[config.mk]
export PLATFORM = sky130hd
export DESIGN_NAME = usb_tx_packet
export DESIGN_NICKNAME = d
export VERILOG_FILES = /design/src/rtl/usb_tx_packet.sv
export SDC_FILE = /design/constraint.sdc
export NUM_CORES = 1
export LEC_CHECK = 0
export ABC_AREA = 1
export BUFFER_PORTS_ARGS = -buffer_cell sky130_fd_sc_hd__buf_2
export CORE_MARGIN = 2
export CORE_UTILIZATION = 50
export CTS_BUF_LIST = sky130_fd_sc_hd__clkbuf_2 sky130_fd_sc_hd__clkbuf_4 sky130_fd_sc_hd__clkbuf_8
export DETAILED_ROUTE_END_ITERATION = 10
export GPL_ROUTABILITY_DRIVEN = 1
export PLACE_DENSITY_LB_ADDON = 0.12
export RECOVER_POWER = 25
export SETUP_SLACK_MARGIN = 0.15
export SYNTH_ARGS = -nofsm -noshare
export SYNTH_HDL_FRONTEND = slang
export SYNTH_SLANG_ARGS = --single-unit
[constraint.sdc]
create_clock -name clk -period 3.4 [get_ports clk]
set_clock_uncertainty 0.2 [all_clocks]
set_input_delay 0.68 -clock clk [delete_from_list [all_inputs] [get_ports clk]]
set_output_delay 0.68 -clock clk [all_outputs]
set_load 0.005 [all_outputs]
[src/rtl/usb_tx_packet.sv]
// usb_tx_packet: turns a handshake or data request from the control-endpoint
// setup stage into a USB packet byte stream (PID, payload, CRC16).
// Payload bytes are pulled from the send queue one read per byte.
// SYNC, EOP, NRZI and bit-stuffing are added downstream by the serializer.
//
// state    | meaning
// ---------+---------------------------------------------------------------
// IDLE     | waiting for send_hs / send_data
// HS_PID   | presenting the handshake PID (single-byte packet)
// DATA_PID | presenting DATA0/DATA1 PID, CRC re-initialised
// FETCH    | one-cycle queue read strobe
// WAIT     | queue data valid; captured into tx_data and folded into CRC
// PAYLOAD  | payload byte pending until accepted by the serializer
// CRC_LO   | presenting low byte of ~crc
// CRC_HI   | presenting high byte of ~crc, marked as last byte

module usb_tx_packet #(
  parameter int MAX_PAYLOAD = 64
) (
  input  logic       clk,
  input  logic       rst,
  input  logic       send_hs,
  input  logic [1:0] handshake,
  input  logic       send_data,
  input  logic       data_toggle,
  output logic       usb_send_queue_r_en,
  input  logic [7:0] usb_send_queue_data_out,
  input  logic       usb_send_queue_empty,
  output logic [7:0] tx_data,
  output logic       tx_valid,
  output logic       tx_last,
  input  logic       tx_ready,
  output logic       busy,
  output logic       done,
  output logic [7:0] byte_count
);

  typedef enum logic [2:0] {
    S_IDLE,
    S_HS_PID,
    S_DATA_PID,
    S_FETCH,
    S_WAIT,
    S_PAYLOAD,
    S_CRC_LO,
    S_CRC_HI
  } state_t;

  localparam logic [7:0] PID_ACK   = 8'hD2;
  localparam logic [7:0] PID_NAK   = 8'h5A;
  localparam logic [7:0] PID_STALL = 8'h1E;
  localparam logic [7:0] PID_DATA0 = 8'hC3;
  localparam logic [7:0] PID_DATA1 = 8'h4B;

  // 9 bits so the post-increment count never wraps before the compare.
  localparam logic [8:0] LP_MAX = 9'(MAX_PAYLOAD);

  state_t      r_state;
  state_t      w_state_next;
  logic [7:0]  r_pid;
  logic [7:0]  r_tx_data;
  logic        r_tx_valid;
  logic        r_tx_last;
  logic        r_rd_en;
  logic        r_done;
  logic [7:0]  r_byte_count;
  logic [7:0]  r_cnt;
  logic [15:0] r_crc;

  logic        w_accept;
  logic [8:0]  w_cnt_inc;

  // Reflected CRC16 (poly 0xA001), one byte, LSB first.
  function automatic logic [15:0] f_crc16(input logic [15:0] crc, input logic [7:0] d);
    logic [15:0] c;
    c = crc;
    for (int i = 0; i < 8; i++) begin
      if (c[0] ^ d[i]) c = (c >> 1) ^ 16'hA001;
      else             c = c >> 1;
    end
    return c;
  endfunction

  function automatic logic [7:0] f_hs_pid(input logic [1:0] code);
    logic [7:0] p;
    case (code)
      2'b10:   p = PID_NAK;
      2'b11:   p = PID_STALL;
      default: p = PID_ACK;
    endcase
    return p;
  endfunction

  assign w_accept  = r_tx_valid & tx_ready;
  assign w_cnt_inc = {1'b0, r_cnt} + 9'd1;

  // State register.
  always_ff @(posedge clk) begin
    if (rst) r_state <= S_IDLE;
    else     r_state <= w_state_next;
  end

  // Next-state decode; every byte state advances only on a serializer accept.
  always_comb begin
    w_state_next = r_state;
    case (r_state)
      S_IDLE: begin
        if (send_hs) begin
          if (handshake != 2'b01) w_state_next = S_HS_PID;
        end else if (send_data) begin
          w_state_next = S_DATA_PID;
        end
      end
      S_HS_PID: begin
        if (w_accept) w_state_next = S_IDLE;
      end
      S_DATA_PID: begin
        if (w_accept) begin
          if (usb_send_queue_empty || (LP_MAX == 9'd0)) w_state_next = S_CRC_LO;
          else                                          w_state_next = S_FETCH;
        end
      end
      S_FETCH: w_state_next = S_WAIT;
      S_WAIT:  w_state_next = S_PAYLOAD;
      S_PAYLOAD: begin
        if (w_accept) begin
          if ((w_cnt_inc < LP_MAX) && !usb_send_queue_empty) w_state_next = S_FETCH;
          else                                               w_state_next = S_CRC_LO;
        end
      end
      S_CRC_LO: begin
        if (w_accept) w_state_next = S_CRC_HI;
      end
      S_CRC_HI: begin
        if (w_accept) w_state_next = S_IDLE;
      end
      default: w_state_next = S_IDLE;
    endcase
  end

  // Output byte register, CRC, counters and strobes. A byte is loaded the
  // cycle after its state is entered and held untouched until accepted.
  always_ff @(posedge clk) begin
    if (rst) begin
      r_pid        <= 8'h00;
      r_tx_data    <= 8'h00;
      r_tx_valid   <= 1'b0;
      r_tx_last    <= 1'b0;
      r_rd_en      <= 1'b0;
      r_done       <= 1'b0;
      r_byte_count <= 8'h00;
      r_cnt        <= 8'h00;
      r_crc        <= 16'hFFFF;
    end else begin
      r_done  <= 1'b0;
      r_rd_en <= (w_state_next == S_FETCH);
      case (r_state)
        S_IDLE: begin
          if (send_hs) begin
            r_pid <= f_hs_pid(handshake);
            if (handshake == 2'b01) r_done <= 1'b1;
          end else if (send_data) begin
            r_pid <= data_toggle ? PID_DATA1 : PID_DATA0;
            r_cnt <= 8'h00;
          end
        end
        S_HS_PID: begin
          if (!r_tx_valid) begin
            r_tx_data  <= r_pid;
            r_tx_valid <= 1'b1;
            r_tx_last  <= 1'b1;
          end else if (w_accept) begin
            r_tx_valid <= 1'b0;
            r_tx_last  <= 1'b0;
            r_done     <= 1'b1;
          end
        end
        S_DATA_PID: begin
          if (!r_tx_valid) begin
            r_tx_data  <= r_pid;
            r_tx_valid <= 1'b1;
            r_tx_last  <= 1'b0;
            r_crc      <= 16'hFFFF;
          end else if (w_accept) begin
            r_tx_valid <= 1'b0;
          end
        end
        S_WAIT: begin
          r_tx_data  <= usb_send_queue_data_out;
          r_tx_valid <= 1'b1;
          r_tx_last  <= 1'b0;
          r_crc      <= f_crc16(r_crc, usb_send_queue_data_out);
        end
        S_PAYLOAD: begin
          if (w_accept) begin
            r_tx_valid <= 1'b0;
            r_cnt      <= w_cnt_inc[7:0];
          end
        end
        S_CRC_LO: begin
          if (!r_tx_valid) begin
            r_tx_data  <= ~r_crc[7:0];
            r_tx_valid <= 1'b1;
            r_tx_last  <= 1'b0;
          end else if (w_accept) begin
            r_tx_valid <= 1'b0;
          end
        end
        S_CRC_HI: begin
          if (!r_tx_valid) begin
            r_tx_data  <= ~r_crc[15:8];
            r_tx_valid <= 1'b1;
            r_tx_last  <= 1'b1;
          end else if (w_accept) begin
            r_tx_valid   <= 1'b0;
            r_tx_last    <= 1'b0;
            r_done       <= 1'b1;
            r_byte_count <= r_cnt;
          end
        end
        default: ;
      endcase
    end
  end

  assign usb_send_queue_r_en = r_rd_en;
  assign tx_data             = r_tx_data;
  assign tx_valid            = r_tx_valid;
  assign tx_last             = r_tx_last;
  assign busy                = (r_state != S_IDLE);
  assign done                = r_done;
  assign byte_count          = r_byte_count;

endmodule

==> results of run 1 <==
==> power by group through the flow <==
| stage | Clock (mW) | Sequential (mW) | Combinational [mW] |
|---|---|---|---|
| 2_1_floorplan | 0 | 0.868 | 0.770 |
| 3_3_place_gp | 0 | 0.881 | 0.981 |
| 3_5_place_dp | 0 | 0.882 | 0.997 |
| 4_1_cts | 0.446 | 0.868 | 1.00 |
| 5_1_grt | 0.470 | 0.887 | 1.14 |
| 6_report | 0.437 | 0.869 | 0.990 |
==> final cells by class <==
cell class                 count  area share, %
clock buffer                   5          2.225
clock inverter                 3          1.416
sequential                    54          34.95
multi-input combinational    268          45.75
timing repair buffer          39          6.311
inverter                      53          6.432
tap                           72          2.913
==> cell usage after synthesis, drive strengths merged <==
cell     number
a31oi         1
a21oi        34
clkbuf        6
o211ai        7
dfxtp        54
ha            1
xor2          7
buf           4
nand3b        1
nand3        23
clkinv        1
nand4         6
o21ai        37
nor3b         2
o2111ai       2
nor3          4
nor2         45
nand2        77
inv          52
o31ai         3
a211oi        3
o22ai         8
xnor2         5
a221oi        1
nor4          1
==> placed cells by master (no fill, tap or decap), types with 2 or more instances in the layout <==
| cell type | instances |
|---|---|
| a211oi_1 | 3 |
| a21oi_1 | 34 |
| buf_2 | 33 |
| buf_4 | 2 |
| clkbuf_1 | 4 |
| clkbuf_8 | 5 |
| dfxtp_1 | 54 |
| inv_1 | 51 |
| nand2_1 | 67 |
| nand2_2 | 5 |
| nand2_4 | 5 |
| nand3_1 | 16 |
| nand3_2 | 7 |
| nand4_1 | 6 |
| nor2_1 | 42 |
| nor2_2 | 3 |
| nor3_1 | 3 |
| o2111ai_1 | 2 |
| o211ai_1 | 7 |
| o21ai_0 | 36 |
| o22ai_1 | 8 |
| o31ai_1 | 3 |
| xnor2_1 | 5 |
| xor2_1 | 7 |
==> through the flow <==
stage	hold WS, ns	instance area, sq um	power (mW)	setup slack, ns	instances
global route	0.2853	3093	2.494	0.7620	494
global placement	0.2426	2993	1.862	0.9046	486
floorplan	0.2271	2758	1.638	1.175	385
finish	0.2623	3093	2.296	1.064	494
CTS	0.2638	3105	2.317	1.047	494
detailed placement	0.2490	2993	1.879	0.8334	486
==> how the worst min path moves through the flow <==
| stage | startpoint | endpoint | slack (ns) | cells past startpoint |
|---|---|---|---|---|
| after detailed placement | r_pid[3] | r_pid[3] | 0.25 | 2 |
| after global placement | r_pid[3] | r_pid[3] | 0.24 | 2 |
| after global routing | r_pid[3] | r_pid[3] | 0.29 | 2 |
| after floorplan | r_pid[3] | r_pid[3] | 0.23 | 2 |
| after CTS | r_pid[3] | r_pid[3] | 0.26 | 2 |
| final | r_pid[3] | r_pid[3] | 0.26 | 2 |
==> cells by family (layout without fill, tap and decap cells) <==
logic type               after synthesis  count (layout)  share of synthesized area, %
XOR/XNOR                              12              12                         3.811
flip-flops                            54              54                         39.20
AND/OR/NAND/NOR                      159             159                         27.90
AO/OA/AOI/OAI                         96              96                         19.42
buffers and inverters                 63             100                         9.210
adder cells (fa/ha/maj)                1               1                        0.4536
==> sequential cells by signal (all words and copies together), names as in the netlist <==
register,cells
byte_count,8
r_pid,7
tx_data,8
r_crc,16
r_cnt,8
done,1
tx_valid,1
r_state,3
tx_last,1
usb_send_queue_r_en,1
==> metal layers <==
metal	routed length [um]	track usage [%]	vias to the layer above	part of all wire [%]
met1	3125	29.50	1190	47
li1	-	-	1352	-
met5	0	0	-	0
met4	98	7.193	0	1.5
met3	196	3.218	8	2.9
met2	3270	38.53	46	49
==> worst max-delay path, delay by kind of cell, from the launching register on <==
family,cells,cell delay [ns]
DFF,1,0.44
and+or+nand+nor,4,1.06
buffers and inverters,3,0.54
==> results_dict.tcl, run 1 <==
set metrics [dict create \
    antenna-diode-count 0 \
    viasPerCell 5.255 \
    post_drt_wl_per_cell_um 13.54 \
    clk_latency_ns 0.31 \
    status "completed" \
    die_w_um 78.27 \
    cts_tree "built" \
    dieArea_sq_um 6125 \
    cts_buffer_depth 2 \
    multi_input_area_sq_um 1415 \
    relSlewSlack_pct 47.46 \
    rows 27 \
    syn_avg_cell_area_sq_um 7.163 \
    io_buffers 37 \
    crit_end "byte_count[6]" \
    cp_cell_sequence "inv_1 > nor2_2 > inv_1 > nor2_1 > inv_1 > nor2_1 > nor2_1" \
    period_minus_slack_ns 2.336 \
    coreArea_sq_um 5405 \
    synth-seq-cells 54 \
    cp-end-kind "flip-flop" \
    synthTopCellsByArea "dfxtp_1, nand2_1, inv_1" \
    track_usage_pct 22.58 \
    arrival_ns 2.35 \
    vias 2596 \
    grt_setup_unrepaired "false" \
    drt-total-wl_um 6690 \
    vdd_ir_drop_max_uv 393.2 \
    cap_violations 0 \
    cp_max_fo 14 \
    p_comb_share_pct 43.1 \
    fmax_mhz 428.0 \
    synthCells 385 \
    setup_violations 0 \
    path_class "flip-flop to flip-flop" \
    yosysSeqAreaShare_pct 39.20 \
    nFillCells 549 \
    yosys_warnings 0 \
    critPathMaxStageDelay_ns 0.64 \
    antenna_found_initial 0 \
    reg2reg_depth 7 \
    switching_share_pct 42.26 \
    rrSetupSlack_ns 1.06 \
    p_leak_nw 1.423 \
    area_growth_pct 12.16 \
    yosysTopAreaCell "dfxtp_1" \
    cts_setup_buffers 0 \
    path_clk_slew_ns 0.10 \
    holdBufCountCts 0 \
    drcViolationCount 0 \
    grt_remaining_overflow 0 \
    clock-sinks 54 \
    htree_levels 2 \
    synth_cell_types 35 \
    grt_pass1_vias 2348 \
    post-route-period-util_pct 68.72 \
    finalMaxSlewViolations 0 \
    pin_count 38 \
    p_seq_share_pct 37.9 \
    worst_slew_pin_slew_ns 0.7852 \
    seq_area_sq_um 1081 \
    synth_fp_nets 403 \
    r2r-end "byte_count[6]" \
    grt_max_degree 29 \
    worst_r2r_startpoint "r_state[2]" \
    p_sw_mw 0.9705 \
    crit_start "r_state[2]" \
    cellPowerDensity_nw_per_um2 742.5 \
    power.share.clock_pct 19.0 \
    postCtsResizedCells 0 \
    finish.net_count 439 \
    p_int_mw 1.326 \
    hpwl_um 4870 \
    gp_congestion 0.8778 \
    netlist_area_sq_um 2758 \
    drive_above_1_share_pct 15.64 \
    postRouteAntennaNets 0 \
    critPathRequiredTime_ns 3.42 \
    numCtsBuffers 5 \
    first_pass_iters 4 \
    synth_top_area_share_pct 39.20 \
    final.setup.tns_ns 0 \
    drt-initial-drc-count 181 \
    hold_class "flip-flop to flip-flop" \
    die_y_um 78.27 \
    startpoint_type "flip-flop" \
    hold_violations 0 \
    initial_utilization_pct 51.02 \
    crit_slowest_cell "nor2_1" \
    grt_pass1_wl_um 11030 \
    root_buffer "clkbuf_8" \
    utilization_pct 57.22 \
]
No activity file was read; power rests on OpenSTA's default activity.
==> run 2: changes to the inputs <==
- clock period: 3.4 -> 2.3 ns (I/O delays scaled with it)
==> results_dict.tcl, run 2 (synthesized netlist as in run 1, its figures left out) <==
set metrics [dict create \
    status "completed" \
    initial_utilization_pct 51.02 \
    drcViolationCount 0 \
    coreArea_sq_um 5405 \
    hpwl_um 5093 \
    p_int_mw 2.154 \
    dieArea_sq_um 6125 \
    p_leak_nw 1.572 \
    largest_register_ffs 16 \
    critPathBufInv 1 \
    cp-end-kind "flip-flop" \
    drt-initial-drc-count 171 \
    total_power_mw 3.763 \
    gp_congestion 0.8962 \
    antenna_found_initial 0 \
    first_pass_iters 4 \
    die_w_um 78.27 \
    largest-register "r_crc" \
    final_cell_mix "nand2_1, dfxtp_1, inv_1, nor2_1, o21ai_0" \
    min-delay-start "handshake[1]" \
    pin_count 38 \
    setup_violations 0 \
    crit_family "simple AND/OR/NAND/NOR gates" \
    grt_pass1_wl_um 11490 \
    numCtsBuffers 5 \
    cpMostUsedCell "nand2_4" \
    path_clk_slew_ns 0.10 \
    htree_levels 2 \
    mostFrequentLayoutCell "nand2_1" \
    holdBufCountCts 0 \
    postRouteAntennaNets 0 \
    p_comb_share_pct 47.2 \
    worst_r2r_startpoint "r_crc[2]" \
    cts_tree "built" \
    p_sw_mw 1.609 \
    power.share.clock_pct 17.7 \
    arrival_ns 2.12 \
    io_buffers 37 \
    root_buffer "clkbuf_8" \
    p_seq_share_pct 35.1 \
    viasPerCell 5.302 \
    clk_latency_ns 0.32 \
    cp.depth 16 \
    startpoint_type "flip-flop" \
    holdPathEnd "done" \
    rows 27 \
    critPathRequiredTime_ns 2.31 \
    final.setup.tns_ns 0 \
    min_path_cells 4 \
    grt_pass1_vias 2423 \
    area_growth_pct 25.36 \
    rrSetupSlack_ns 0.19 \
    vias 2725 \
    antenna-diode-count 0 \
    crit_slowest_cell "dfxtp_1" \
    period_minus_slack_ns 2.106 \
    finish.net_count 459 \
    vdd_ir_drop_max_uv 738.2 \
    critPathMaxStageDelay_ns 0.41 \
    drt-total-wl_um 7121 \
    post_drt_wl_per_cell_um 13.85 \
    drive_above_1_share_pct 27.83 \
    grt_max_degree 28 \
    cp_max_fo 3 \
    switching_share_pct 42.76 \
    fmax_mhz 474.8 \
    cp_cell_sequence "xor2_2 > inv_1 > nand2_4 > nand2_4 > nand2_4 > nand2_4 > nand2_4 > nand3_4 > nand2_4 > nand2_2 > nand3_2 > nand2_2 > nand2_2 > nand3_2 > nand2_1 > nand2_1" \
    relSlewSlack_pct 56.78 \
    path_class "flip-flop to flip-flop" \
    whs_ns 0.2409 \
    die_y_um 78.27 \
    r2r-end "r_crc[0]" \
    grt_remaining_overflow 0 \
    finalMaxSlewViolations 0 \
    worst_slew_pin_slew_ns 0.6437 \
    cellPowerDensity_nw_per_um2 1089 \
    hold_violations 0 \
    grt_setup_unrepaired "true" \
    reg2reg_depth 16 \
    post-route-period-util_pct 91.56 \
    track_usage_pct 23.67 \
    cts_buffer_depth 2 \
    clock-sinks 54 \
    cap_violations 0 \
    hold_class "input pin to flip-flop" \
]
-- run 2: metal layers --
layer | global-route usage [%] | up-vias | part of all wire, %
met5 | 0 | - | 0
met2 | 41.12 | 49 | 50
met3 | 5.057 | 12 | 3.4
li1 | - | 1386 | -
met4 | 5.789 | 0 | 1.6
met1 | 30.00 | 1278 | 45
-- run 2: worst max-delay path by stage --
| stage | start | slack, ns | endpoint |
|---|---|---|---|
| 2_1_floorplan | usb_send_queue_data_out[0] | 0.29 | r_crc[0] |
| 3_3_place_gp | usb_send_queue_data_out[0] | 0.11 | r_crc[0] |
| 3_5_place_dp | usb_send_queue_data_out[0] | 0.01 | r_crc[0] |
| 4_1_cts | r_cnt[0] | 0.15 | usb_send_queue_r_en |
| 5_1_grt | r_crc[1] | 0.04 | r_crc[0] |
| 6_report | r_crc[2] | 0.19 | r_crc[0] |
-- run 2: power groups by stage --
stage | combinational (mW) | sequential (mW) | clock [mW]
floorplan | 1.14 | 1.28 | 0
global placement | 1.54 | 1.30 | 0
detailed placement | 1.57 | 1.31 | 0
CTS | 1.58 | 1.29 | 0.691
global route | 2.03 | 1.35 | 0.732
finish | 1.77 | 1.32 | 0.668
-- run 2: worst min-delay path: stages --
cell	delay, ns
buf_2	0.10
nor2_1	0.06
nand2_1	0.06
a21oi_1	0.05
-- run 2: repair_timing --
item,in CTS,in global routing
setup endpoints to repair,0,18
buffers inserted,0,8
resized for setup,0,56
-- run 2: stage by stage --
stage | utilization [%] | std cells | instance area, sq um | setup slack (ns)
after floorplan | - | 385 | 2758 | 0.2947
after global placement | 57.04 | 498 | 3083 | 0.1100
after detailed placement | 57.04 | 498 | 3083 | 0.009618
after CTS | 59.21 | 506 | 3201 | 0.1543
after global routing | 63.96 | 514 | 3457 | 0.04439
final | 63.96 | 514 | 3457 | 0.1940
-- run 2: cell type report --
cell class	count	area, sq um
Sequential cell	54	1101
Timing Repair Buffer	59	345.3
Tap cell	72	90.09
Fill cell	491	1948
Multi-Input combinational cell	268	1602
Inverter	53	201.4
Clock inverter	3	48.80
Clock buffer	5	68.82
